**config.mk**
```make
export PLATFORM = sky130hd
export DESIGN_NAME = weight_serial_loader
export DESIGN_NICKNAME = d
export VERILOG_FILES = /design/src/rtl/weight_serial_loader.sv
export SDC_FILE = /design/constraint.sdc
export NUM_CORES = 1
export LEC_CHECK = 0
export ABC_AREA = 1
export CORE_MARGIN = 4
export CORE_UTILIZATION = 33
export DETAILED_ROUTE_END_ITERATION = 6
export HOLD_SLACK_MARGIN = 0.12
export SLEW_MARGIN = 40
export SYNTH_ARGS = -nofsm -noshare
export SYNTH_HDL_FRONTEND = slang
export SYNTH_SLANG_ARGS = --single-unit
```
**constraint.sdc**
```tcl
create_clock -name i_clk -period 1.4 [get_ports i_clk]
set_input_delay 0.21 -clock i_clk [delete_from_list [all_inputs] [get_ports i_clk]]
set_output_delay 0.21 -clock i_clk [all_outputs]
set_load 0.03 [all_outputs]
```
**src/rtl/weight_serial_loader.sv**
```systemverilog
`timescale 1ns/1ps
`default_nettype none
// ============================================================================
// Module      : weight_serial_loader
// Description : Bit-serial transmitter for the WeightRAM load link. Takes
//               parallel weight words over a valid/ready handshake and sends
//               each one MSB-first on o_ser_out, with o_we high for exactly
//               WORD_W cycles per word. Loads a frame of NUM_WORDS words, then
//               pulses o_done for one cycle.
// Revision    : 1.0 - initial release
// ============================================================================
module weight_serial_loader #(
  parameter int WORD_W    = 10,
  parameter int NUM_WORDS = 65,
  parameter int CNT_W     = 7
) (
  input  logic              i_clk,
  input  logic              i_rst_n,
  input  logic              i_start,
  input  logic              i_abort,
  input  logic [WORD_W-1:0] i_word_in,
  input  logic              i_word_valid,
  output logic              o_word_ready,
  output logic              o_ser_out,
  output logic              o_we,
  output logic              o_busy,
  output logic              o_done,
  output logic [CNT_W-1:0]  o_word_count
);

  localparam int BIT_W = (WORD_W > 1) ? $clog2(WORD_W) : 1;

  localparam logic [BIT_W-1:0] c_LAST_BIT = BIT_W'(WORD_W - 1);
  localparam logic [CNT_W-1:0] c_CNT_LAST = CNT_W'(NUM_WORDS - 1);
  localparam logic [CNT_W-1:0] c_CNT_FULL = CNT_W'(NUM_WORDS);

  typedef enum logic [1:0] {
    S_IDLE      = 2'd0,
    S_WAIT_WORD = 2'd1,
    S_SHIFT     = 2'd2,
    S_DONE      = 2'd3
  } state_t;

  state_t r_state;
  state_t w_state_nxt;

  // The MSB of the captured word goes straight to the output register, so the
  // shift register only needs to hold the bits still pending.
  logic [WORD_W-2:0] r_shreg;
  logic [WORD_W-2:0] w_shreg_nxt;
  logic [BIT_W-1:0]  r_bit_cnt;
  logic [BIT_W-1:0]  w_bit_cnt_nxt;
  logic [CNT_W-1:0]  r_word_count;
  logic [CNT_W-1:0]  w_word_count_nxt;
  logic              r_we;
  logic              w_we_nxt;
  logic              r_ser;
  logic              w_ser_nxt;
  logic              r_busy;
  logic              w_busy_nxt;
  logic              r_done;
  logic              w_done_nxt;

  // Next-state and next-output decode; abort overrides everything below reset.
  always_comb begin
    w_state_nxt      = r_state;
    w_shreg_nxt      = r_shreg;
    w_bit_cnt_nxt    = r_bit_cnt;
    w_word_count_nxt = r_word_count;
    w_we_nxt         = 1'b0;
    w_ser_nxt        = 1'b0;
    w_done_nxt       = 1'b0;

    case (r_state)
      S_IDLE: begin
        if (i_start) begin
          w_state_nxt      = S_WAIT_WORD;
          w_word_count_nxt = '0;
        end
      end
      S_WAIT_WORD: begin
        if (i_word_valid) begin
          w_state_nxt   = S_SHIFT;
          w_shreg_nxt   = i_word_in[WORD_W-2:0];
          w_bit_cnt_nxt = '0;
          w_we_nxt      = 1'b1;
          w_ser_nxt     = i_word_in[WORD_W-1];
        end
      end
      S_SHIFT: begin
        if (r_bit_cnt == c_LAST_BIT) begin
          // Bit 0 finishes on this edge: the word is complete.
          if (r_word_count != c_CNT_FULL) begin
            w_word_count_nxt = r_word_count + 1'b1;
          end
          if (r_word_count == c_CNT_LAST) begin
            w_state_nxt = S_DONE;
            w_done_nxt  = 1'b1;
          end else begin
            w_state_nxt = S_WAIT_WORD;
          end
        end else begin
          w_we_nxt      = 1'b1;
          w_ser_nxt     = r_shreg[WORD_W-2];
          w_shreg_nxt   = {r_shreg[WORD_W-3:0], 1'b0};
          w_bit_cnt_nxt = r_bit_cnt + 1'b1;
        end
      end
      S_DONE: begin
        w_state_nxt = S_IDLE;
      end
      default: begin
        w_state_nxt = S_IDLE;
      end
    endcase

    if (i_abort) begin
      w_state_nxt      = S_IDLE;
      w_shreg_nxt      = r_shreg;
      w_bit_cnt_nxt    = '0;
      w_word_count_nxt = r_word_count;
      w_we_nxt         = 1'b0;
      w_ser_nxt        = 1'b0;
      w_done_nxt       = 1'b0;
    end

    w_busy_nxt = (w_state_nxt != S_IDLE);
  end

  // State register.
  always_ff @(posedge i_clk) begin
    if (!i_rst_n) begin
      r_state <= S_IDLE;
    end else begin
      r_state <= w_state_nxt;
    end
  end

  // Datapath and registered outputs.
  always_ff @(posedge i_clk) begin
    if (!i_rst_n) begin
      r_shreg      <= '0;
      r_bit_cnt    <= '0;
      r_word_count <= '0;
      r_we         <= 1'b0;
      r_ser        <= 1'b0;
      r_busy       <= 1'b0;
      r_done       <= 1'b0;
    end else begin
      r_shreg      <= w_shreg_nxt;
      r_bit_cnt    <= w_bit_cnt_nxt;
      r_word_count <= w_word_count_nxt;
      r_we         <= w_we_nxt;
      r_ser        <= w_ser_nxt;
      r_busy       <= w_busy_nxt;
      r_done       <= w_done_nxt;
    end
  end

  assign o_word_ready = (r_state == S_WAIT_WORD);
  assign o_ser_out    = r_ser;
  assign o_we         = r_we;
  assign o_busy       = r_busy;
  assign o_done       = r_done;
  assign o_word_count = r_word_count;

endmodule
`default_nettype wire
```
Yosys cells after proc, flatten, opt, wreduce, memory -nomap -nowiden
Cells that the tools add are included.

cells by class
  eq/ne operators = 11
  bitwise logic cells = 4
  reductions and logical operators = 9
  mux-type cells = 23
  add/sub/neg operators = 2

operators by type and width
  kind                                                 number
  two-way mux 7 bit                                    3
  two-way mux 9 bit                                    2
  one-hot mux 9 bit (2 select lines)                   1
  one-hot mux 7 bit (2 select lines)                   1
  two-way mux 2 bit                                    5
  inequality test 2 bit, second input constant         5
  two-way mux 4 bit                                    2
  one-hot mux 2 bit (4 select lines)                   1
  one-hot mux 4 bit (2 select lines)                   1
  adder 7 x 1 -> 7 bit, second input constant          1
  equality test 7 bit, second input constant           1
  inequality test 7 bit, second input constant         1
  nonzero test 2 bit                                   3
  two-way mux 1 bit                                    5
  AND reduction 5 bit                                  1
  adder 4 x 1 -> 4 bit, second input constant          1
  equality test 2 bit, second input constant           2
  equality test 4 bit, second input constant           1
  NOT 1 bit                                            4
  one-hot mux 1 bit (2 select lines)                   2
  AND reduction 4 bit                                  1
  OR reduction 4 bit                                   1
  AND reduction 3 bit                                  1
  equality test 2 x 1 -> 1 bit, second input constant  1
  other kinds (2)                                      2

storage, ports and cells
  output and inout bits = 12
  logic and storage cells = 57
  register bits = 26
  input port bits = 15

Longest topological paths before layout
  word-level depth = 6
  depth in mapped cells = 12

Worst setup path after synthesis
Ideal clock, no wire load.

  path kind = reg-to-reg
  start point = reg r_state[1]
  end point = reg r_shreg[0]
  setup slack = -0.295 ns
  period minus slack after synthesis = 1.695 ns
  arrival time = 1.567 ns
  library setup time = 0.128 ns
  data required time = 1.272 ns
  cell stages (with the launch flop) = 10
  cell sequence = dfxtp_1 inv_1 ha_1 inv_1 nand2_1 o21ai_1 nor2_4 nand2_2 o21ai_0 nor2_1

between the ends
  cells in the longest elaborated chain, start to end = 3

ends and longest elaborated chain
  element                                                                              RTL line  text
  start, declared                                                                      44        state_t r_state;
  start signal, assigned                                                               135       r_state <= w_state_nxt;
  equality test 2 x 1 -> 1 bit (*)                                                     -
  named net o_word_ready                                                               23        output logic o_word_ready,
  inequality test 2 bit (no source line) / nonzero test 2 bit (equally long branches)  -
  AND reduction 4 bit (no source line)                                                 -
  end signal, assigned                                                                 150       r_shreg <= w_shreg_nxt;
  end, declared                                                                        49        logic [WORD_W-2:0] r_shreg;

Mark *: on every way through the listed nets, which the timed path passes. The rest lies on a longest branch.
A chain may end at the register's enable or synchronous reset.

Worst setup path after layout
  start point = reg r_state[0]
  end point = reg r_bit_cnt[0]

between the ends
  cells in the longest elaborated chain, start to end = 3

ends and longest elaborated chain
  element                                                                              RTL line  text
  equality test 2 bit / equality test 2 x 1 -> 1 bit (equally long branches)           74        case (r_state)
  inequality test 2 bit (no source line) / nonzero test 2 bit (equally long branches)  -
  AND reduction 3 bit (no source line)                                                 -
  end signal, assigned                                                                 151       r_bit_cnt <= w_bit_cnt_nxt;
  end, declared                                                                        51        logic [BIT_W-1:0] r_bit_cnt;

Parallel ways exist; a longest one is shown, timed or not.

==> summary.md <==
The count of endpoints failing hold in the final timing report is 0. Counting the fill cells in the layout gives 402. The routed design has 4021 um of wire. After clock tree synthesis, the flow added hold-fix buffers numbering 0. The logs give 0 for the post-route DRC violation count and 4 for the first-pass iteration count of the detailed router. STA puts the critical path data required time at 1.57 ns. In this run the cell area of the synthesized design comes to 1525 sq um. For the wire length of the first global-routing pass, the log shows 6327 um. After layout, the design draws a total of 1.819 mW. Setup violations remaining at the end of the flow were counted as 10.

The largest total area in the synthesized netlist belongs to sky130_fd_sc_hd__dfxtp_1. The tree is rooted in a sky130_fd_sc_hd__clkbuf_8. The floorplan has 24 rows. The fraction of final layout cells sized beyond drive strength 1 was 34.25%; the number of nets with antenna violations after detailed routing was 0. The count of max-cap constraint violations was 0; the reported leakage power was 1.052 nW. The initial antenna violation count was 0; the total cell area at the placement stage was 2103 sq um. A synthesized cell averages 6.660 sq um.

The clock tree buffer depth is 2. For the number of nets in the layout, the log shows 317. For this run the aggregate overflow at the end of global routing stands at 0. For this run, the number of Yosys warnings is 0. The tools report the worst endpoint data arrival time as 1.61 ns. TritonCTS built the clock tree.

STA classifies the critical path endpoint as a flip-flop. Entering global routing, the biggest net connects 16 pins. From left edge to right edge, the die measures 75.99 um.

The number of synthesized flops with an enable pin was 0. By startpoint and endpoint, the worst setup path is classified as flip-flop to flip-flop. The area growth from synthesis to layout is 58.65%. The congestion estimate from routability-driven global placement came to 0.7670. Ranked by instance count, the synthesized netlist is headed by sky130_fd_sc_hd__nand2_1 (69), sky130_fd_sc_hd__inv_1 (29), sky130_fd_sc_hd__dfxtp_1 (26), sky130_fd_sc_hd__nand3_1 (21).

After detailed routing, the number of vias per cell comes to 4.741. The portion of the clock cycle consumed by the worst path in the final layout is 103.3%, and the cell area after layout is 2420 sq um. The repair_antennas step left the layout with diodes totalling 0. In the global route stage, met1 resource usage came out at 17.49%.

The layer carrying the most global-route usage is met2. Per-cell routed wire length: 11.69 um. The logs give 54.82% for the final cell utilization of the core and 2793 um for the placed wire-length estimate. The number of register bits inferred by synthesis came out at 26.

Based on the critical path, the design can be clocked at up to 691.1 MHz. In this run the critical register-to-register path is launched from r_state[0]$_SDFF_PN0_. In this run the vertical extent of the chip is 75.99 um. The initial utilization of the core area, before any placement, comes to 34.55%. Headroom to the max-slew limit came out at 79.67%.

The tools report the startpoint class of the critical path as a flip-flop. The total routing resource utilization after global routing was 13.02%. For the H-tree depth, the log shows 1.

Counting flops with an async set or reset pin after synthesis yields a share of 0%. IR analysis of the VDD net gives a maximum drop of 0.3507 mV. The instance count of the mapped netlist was 229. After synthesis, the largest area contributor takes up 34.13% of total cell area. The routed design could run at a clock period as short as 1.447 ns.

The number of different library cells used by synthesis comes to 26. Between clock sinks in the finished design, the worst skew comes to 0.01050 ns. Among all cell types in the netlist, the one instantiated most often is sky130_fd_sc_hd__nand2_1. The worst hold path belongs to the class flip-flop to flip-flop.

Along the worst path, the maximum fanout reaches 7. Across all layers, the routed design uses 1631 vias. The power density over the cells works out to 751.5 nW/um^2. The die footprint was 5774 sq um. For met2 alone, demand over resource in global routing was 20.38%.

For this run, the leading register cell type out of synthesis is sky130_fd_sc_hd__dfxtp_1. The combined flip-flop and latch cell area came out at 528.0 sq um. The area of the core region was 4414 sq um; the final worst-path setup slack was -0.04687 ns.

The number of nets produced by synthesis was 253. The met3 routing resource usage after global routing was 2.482%. The run finished, with violations left. Clock-pin slew was measured on the worst setup and hold paths at 0.10 ns.

For the count of clock tree sinks, the log shows 26. For the count of final max-slew check failures, the log shows 0. Yosys attributes the largest share of cell area to sky130_fd_sc_hd__dfxtp_1 (34%), sky130_fd_sc_hd__nand2_1 (17%), sky130_fd_sc_hd__ha_1 (7.4%). The final reports fail on setup timing. Setup repair after global routing could not meet its margin everywhere.

In this run, CTS created clock tree buffers numbering 3. The multi-input logic area is 1056 sq um. The worst hold path begins at r_shreg[4]$_SDFFE_PN0P_. The fraction of the yosys area taken by sequential cells came out at 34.13%. The I/O pin count was 27; the number of violations reported at the end of detailed-routing iteration 0 was 94. At the pin with the least slew margin, the transition time is 0.3061 ns.

The number of global-route vias before repair is 1444, and the count of buffers from port buffering is 26. For the worst-skew pair, the clock arrives at the later sink with an insertion delay of 0.28 ns. Tracing the worst setup path back leads to its startpoint at r_state[0]$_SDFF_PN0_.
==> cells in the final DEF, fill, tap and decap left out, types with 4 or more instances in the layout <==
cell type	instances
sky130_fd_sc_hd__a21oi_2	9
sky130_fd_sc_hd__ha_1	4
sky130_fd_sc_hd__nand3_1	13
sky130_fd_sc_hd__nor2_4	4
sky130_fd_sc_hd__nand3_2	7
sky130_fd_sc_hd__clkdlybuf4s50_1	14
sky130_fd_sc_hd__nand2_2	10
sky130_fd_sc_hd__buf_4	30
sky130_fd_sc_hd__nand2_4	5
sky130_fd_sc_hd__dfxtp_1	22
sky130_fd_sc_hd__o21ai_1	4
sky130_fd_sc_hd__inv_1	24
sky130_fd_sc_hd__o21ai_0	4
sky130_fd_sc_hd__dlygate4sd2_1	11
sky130_fd_sc_hd__a21oi_1	11
sky130_fd_sc_hd__buf_6	7
sky130_fd_sc_hd__nor2_1	18
sky130_fd_sc_hd__nand2_1	58
==> path summary, 6_finish.rpt <==
| path | end | slack [ns] | cells after the start |
|---|---|---|---|
| max | r_bit_cnt[0]$_SDFFE_PP0P_ | -0.05 | 10 |
| min reg2reg | r_shreg[4]$_SDFFE_PN0P_ | 0.47 | 2 |
| max reg2reg | r_bit_cnt[0]$_SDFFE_PP0P_ | -0.05 | 10 |
| min | r_shreg[4]$_SDFFE_PN0P_ | 0.47 | 2 |
==> routing by layer <==
metal / up-vias / part of all wire, %
li1: 850 / -
met1: 739 / 47
met2: 40 / 48
met3: 2 / 5.2
met4: 0 / 0.55
met5: - / 0
==> critical path: stages, from the launching register on <==
cell and delay, ns:
sky130_fd_sc_hd__dfxtp_2 0.35, sky130_fd_sc_hd__buf_6 0.12, sky130_fd_sc_hd__ha_4 0.17, sky130_fd_sc_hd__inv_4 0.06, sky130_fd_sc_hd__nand2_2 0.06, sky130_fd_sc_hd__o21ai_2 0.07
sky130_fd_sc_hd__nor2_4 0.06, sky130_fd_sc_hd__buf_12 0.14, sky130_fd_sc_hd__buf_6 0.12, sky130_fd_sc_hd__o21ai_0 0.14, sky130_fd_sc_hd__a21oi_1 0.06
==> registers in the layout (all words and copies together) (netlist names) <==
register / flops
o_busy: 1
r_state: 2
r_shreg: 9
o_ser_out: 1
o_word_count: 7
o_done: 1
r_bit_cnt: 4
o_we: 1
==> power breakdown <==
group | leakage (nW) | switching [mW] | internal [mW]
logic | 0.804 | 0.211 | 0.193
registers | 0.213 | 0.0141 | 0.759
clock network | 0.0357 | 0.259 | 0.383
total | 1.05 | 0.484 | 1.33
==> metrics by stage <==
step / hold WS [ns] / std cells / setup WS, ns / TNS [ns]
after floorplan: 0.3557 / 229 / -0.002183 / -0.002183
after global placement: 0.4498 / 336 / -0.08424 / -0.9470
after detailed placement: 0.4528 / 336 / -0.1074 / -1.482
after CTS: 0.4683 / 341 / -0.02894 / -0.1317
after global routing: 0.4867 / 344 / -0.1158 / -1.639
final: 0.4711 / 344 / -0.04687 / -0.2516
==> area by class of cell <==
class	count	area share [%]
clock buffers	3	1.706
inverters	31	5.119
clock inverters	1	1.241
repair buffers	64	23.78
flip-flops and latches	26	21.82
multi-input cells	167	43.64
well taps	52	2.689
==> kinds of logic after synthesis <==
logic type	share of synthesized area [%]
AND/OR/NAND/NOR	36.59
buffers and inverters	10.33
AO/OA/AOI/OAI	10.99
flip-flops	34.13
adder cells (fa/ha/maj)	7.383
XOR/XNOR	0.5743
==> what timing repair did <==
item,in CTS,in global routing
setup endpoints to repair,33,23
cloned,0,1
gates resized for setup,25,49
pin swaps,11,15
setup buffers,1,2
Power figures use the tool's default switching activity.
